File: src/rtl/apb_master.sv
// apb_master: turns valid/ready user requests into APB transfers (one outstanding), with a wait-state timeout
module apb_master #(
  parameter int size    = 32,
  parameter int addr    = 8,
  parameter int TIMEOUT = 16
) (
  input  logic            clk_APB,
  input  logic            rst,
  input  logic            req_valid,
  output logic            req_ready,
  input  logic            req_write,
  input  logic [addr-1:0] req_addr,
  input  logic [size-1:0] req_wdata,
  output logic            rsp_valid,
  output logic [size-1:0] rsp_rdata,
  output logic            rsp_err,
  output logic            PSEL,
  output logic            PEN,
  output logic            PW,
  output logic [addr-1:0] PADDR,
  output logic [size-1:0] PWDATA,
  input  logic [size-1:0] PRDATA,
  input  logic            PREADY
);
  typedef enum logic [1:0] {IDLE, SETUP, ACCESS} state_t;
  localparam logic [7:0] LAST = 8'(TIMEOUT - 1);
  state_t          state_q;
  logic            psel_q, pen_q, pw_q, rsp_valid_q, rsp_err_q;
  logic [addr-1:0] paddr_q;
  logic [size-1:0] pwdata_q, rsp_rdata_q;
  logic [7:0]      wait_q, wait_d;
  logic            accept, done, abort;
  assign done      = state_q == ACCESS && PREADY;
  assign abort     = state_q == ACCESS && !PREADY && wait_q == LAST;
  assign req_ready = state_q == IDLE || done;
  assign accept    = req_valid && req_ready;
  assign wait_d    = accept ? 8'd0 : (state_q == ACCESS && !PREADY) ? wait_q + 8'd1 : wait_q;
  assign PSEL      = psel_q;
  assign PEN       = pen_q;
  assign PW        = pw_q;
  assign PADDR     = paddr_q;
  assign PWDATA    = pwdata_q;
  assign rsp_valid = rsp_valid_q;
  assign rsp_err   = rsp_err_q;
  assign rsp_rdata = rsp_rdata_q;
  // FSM with registered APB and response outputs; PSEL/PEN encode the next state
  always_ff @(posedge clk_APB or posedge rst)
    if (rst) begin
      state_q     <= IDLE;
      psel_q      <= 1'b0;
      pen_q       <= 1'b0;
      pw_q        <= 1'b0;
      paddr_q     <= '0;
      pwdata_q    <= '0;
      rsp_valid_q <= 1'b0;
      rsp_err_q   <= 1'b0;
      rsp_rdata_q <= '0;
      wait_q      <= 8'd0;
    end else begin
      wait_q      <= wait_d;
      rsp_valid_q <= done || abort;
      if (done || abort) begin
        rsp_err_q   <= abort;
        rsp_rdata_q <= done && !pw_q ? PRDATA : '0;
      end
      if (accept) begin
        pw_q     <= req_write;
        paddr_q  <= req_addr;
        pwdata_q <= req_wdata;
      end
      psel_q  <= accept || state_q == SETUP || (state_q == ACCESS && !done && !abort);
      pen_q   <= state_q == SETUP || (state_q == ACCESS && !done && !abort);
      state_q <= accept ? SETUP : state_q == SETUP ? ACCESS : (done || abort) ? IDLE : state_q;
    end
endmodule

File: config.mk
export PLATFORM = sky130hd
export DESIGN_NAME = apb_master
export DESIGN_NICKNAME = d
export VERILOG_FILES = /design/src/rtl/apb_master.sv
export SDC_FILE = /design/constraint.sdc
export NUM_CORES = 1
export LEC_CHECK = 0
export ABC_AREA = 1
export CAP_MARGIN = 40
export CORE_MARGIN = 1
export CORE_UTILIZATION = 38
export DETAILED_ROUTE_END_ITERATION = 8
export HOLD_SLACK_MARGIN = 0.12
export PLACE_DENSITY = 0.76
export SLEW_MARGIN = 20
export SYNTH_ARGS = -nofsm -noshare
export SYNTH_HDL_FRONTEND = slang
export SYNTH_SLANG_ARGS = --single-unit
File: constraint.sdc
create_clock -name clk_APB -period 2.6 [get_ports clk_APB]
set_input_delay 0.52 -clock clk_APB [delete_from_list [all_inputs] [get_ports clk_APB]]
set_output_delay 0.52 -clock clk_APB [all_outputs]
set_load 0.02 [all_outputs]
==> impl_results.md <==
- Post-synthesis compound-gate area fraction: 0.0141
- Setup WS pre-CTS: 0.195 ns
- DR vias/cell: 4.69
- CP cell instances: clkdlybuf4s50_1 > inv_2 > a21oi_1 > clkdlybuf4s50_1
- Clk Latency, worst-skew pair: 0.35 ns
- Vias in the first global route: 3,214
- Worst slew pin tran: 0.596 ns
- Worst Hold Depth: 2
- Unrepaired setup endpoints after global routing: false
- Endpoint type of the worst setup path: primary output
- Most common cell after layout, fill and taps aside: nand2_1
- Slowest stage delay, CP: 0.62 ns
- Initial DRC Count: 141
- Ys Warns: 0
- Antenna-violating nets left: 0
- Core Rows: 34
- Min setup slack post-route: 0.191 ns
- GRT Total Usage: 0.199
- Area of the core: 8890 um2
- First-pass iteration count of the detailed router: 5
- IO Count: 155
- Hold path start: PWDATA[9]$_DFFE_PP0N_
- TritonCTS Buffers: 9
- Post-cts sizing count: 0
- Reg clk slew, reported paths: 0.07 ns
- Syn Area/Cell: 8.92 um2
- Share of the synthesized area in the top cell type: 0.612
- RD Place Congestion: 0.793
- Period minus WS final: 2.41 ns
- Switch share: 0.384
- H-tree level count: 3
- Initial antenna violation count: 0
- WP data arrival: 1.89 ns
- Final period util: 0.927
- Worst path most repeated cell: clkdlybuf4s50_1
- Clk sinks: 87
- Largest area contributor in the netlist: dfrtp_1
- Die Span Y: 98.8 um
- Reg2Reg Setup Slack: 0.97 ns
- Final Hold Fails: 0
- Setup violators final: 0
- Initial Util: 0.400
- Number of max-cap violations: 0
- Worst reg2reg path startpoint: wait_q[0]$_DFFE_PP0P_
- DR WL/cell: 13.7 um
- Die extent in x: 98.8 um
- CP Max Fanout: 3
- Synth Area in XOR/XNOR: 0
- # diodes: 0
- Largest family of logic cells by synthesized area: simple AND/OR/NAND/NOR gates
- Synth top area cells: dfrtp_1 61%, nand2_1 23%, nand3_1 4.5%
- CTS root buf: clkbuf_8
- Hpwl dp: 6.66 mm
- Global-route wire length before repair: 15.3 mm
- Synth Area in Simple Gates: 0.324
- Post-synthesis adder-cell area fraction: 0.00352
- Die ar.: 9750 um2
- Worst rel slew slack: 0.602
- Largest net degree at the start of global routing: 38
- R2r worst-path depth: 6
- Cell count after synthesis: 399
- Req. time, crit path: 2.08 ns
- FF+latch count, synth: 87
- Final #Nets: 634
- Multiplexer area fraction after synthesis: 0
- Setup TNS: 0 ns
- Postcts setup bufs: 0
- Status: completed
- Net Count, Synth: 477
- Crit-path slowest cell: clkdlybuf4s50_1
- Type of origin of the critical path: primary input
- # DRC: 0
- Fraction of layout cells with a size suffix above 1: 0.0766
- Crit Path Class: in -> out
- Combinational group share of total power: 0.468
- Max Clock Skew: 0.0129 ns
- Detailed Route WL: 9.13 mm
- Cell area after synthesis: 3560 um2
- Detailed-route via count: 3,140
- Buf/Inv on CP: 3
- Internal: 3760 uW
- Hold_buf cts: 0
- Clk buf depth: 2
- Area Overhead vs Synth: 52.6%
- Most frequent cells in the layout: 214 x nand2_1, 154 x clkdlybuf4s50_1, 87 x dfrtp_1, 32 x nand3_1, 9 x clkbuf_8
- Clk pwr share: 0.165
- CTS tree: done
- Crit-path leading delay family: buffers and inverters
- Flop pwr share: 0.367
- PwrDens: 1120 nW/um2
- Hold Path Class: reg -> reg
- GRT Residual Overflow: 0
- Worst Hold Path EP: PWDATA[9]$_DFFE_PP0N_
- FMAX: 0.415 GHz
- # port buffers: 154
- Max VDD drop: 0.529 mV
- P_sw: 2340 uW
- Netlist cell types: 23
- Register area share after synthesis: 0.612
- Lkg Pwr: 0.00265 uW
- Terminus of the critical flop-to-flop path: state_q[0]$_DFFE_PP0P_
- Fin. max-slew vios: 0
worst register-to-register path: stages (launching register included):
cell and delay (ns):
dfrtp_1 0.43, ha_1 0.24, nand3_1 0.17, nor2_4 0.18, nand2_4 0.25, nand4_1 0.19
nand2_1 0.06
worst max-delay path by stage:
stage | slack (ns) | end | startpoint | cells past startpoint
floorplan | 1.07 | PADDR[0]$_DFFE_PP0N_ | rst | 1
detailed placement | 0.20 | req_ready | PREADY | 4
global placement | 0.20 | req_ready | PREADY | 4
CTS | 0.18 | req_ready | PREADY | 4
global route | 0.15 | req_ready | PREADY | 4
finish | 0.19 | req_ready | PREADY | 4
flip-flops by register name, indices dropped and copies added, names as in the netlist:
register / count
PWDATA: 32
rsp_rdata: 32
PADDR: 8
wait_q: 8
state_q: 2
PEN: 1
PSEL: 1
PW: 1
rsp_err: 1
rsp_valid: 1
cells in the mapped netlist:
library cell,instances
buf_2,8
nand4_1,3
or2_2,1
nand3_4,1
inv_2,4
nand2_2,1
o21ai_0,4
a21oi_1,4
nand3_2,6
buf_4,4
dfrtp_1,87
buf_1,2
nor2_1,8
nand3_1,32
o21ai_1,2
nand2_1,214
nor2_2,2
buf_6,4
ha_1,1
nand2_4,1
nor2_4,2
inv_1,7
nor3_1,1
power groups by stage:
stage	Sequential, uW	Clock [uW]	Combinational, uW
after floorplan	2870	0	831
after global placement	2240	0	2840
after detailed placement	2250	0	2900
after CTS	2240	1030	2900
after global routing	2320	1100	3090
final	2240	1010	2850
cell families (layout without fill, tap and decap cells):
group,Yosys count,in the layout
simple gates,272,272
flops,87,87
fa+ha+maj,1,1
compound gates,10,10
buf+inv,29,191
stage by stage:
step                total power [uW]  area, um2  utilization  std cells  hold WS (ns)
floorplan                       3700       3560            -        399         0.475
global placement                5070       5220        0.587        653         0.462
detailed placement              5150       5220        0.587        653         0.464
CTS                             6170       5430        0.611        669         0.486
global route                    6510       5430        0.611        669         0.509
finish                          6100       5430        0.611        669         0.481
routing by layer:
metal | GRT usage | vias to the layer above | wire length (um)
li1 | - | 1552 | -
met2 | 0.332 | 116 | 4620
met5 | 0 | - | 0
met4 | 0.0804 | 0 | 196
met3 | 0.0532 | 17 | 586
met1 | 0.245 | 1455 | 3730
layout make-up:
type	count	area [um2]
Multi-Input combinational cell	283	1220
Inverter	11	45.0
Timing Repair Buffer	164	1640
Clock inverter	5	82.6
Clock buffer	11	131
Sequential cell	87	2180
Tap cell	108	135
Fill cell	785	3460
No activity file was read; power rests on OpenSTA's default activity.
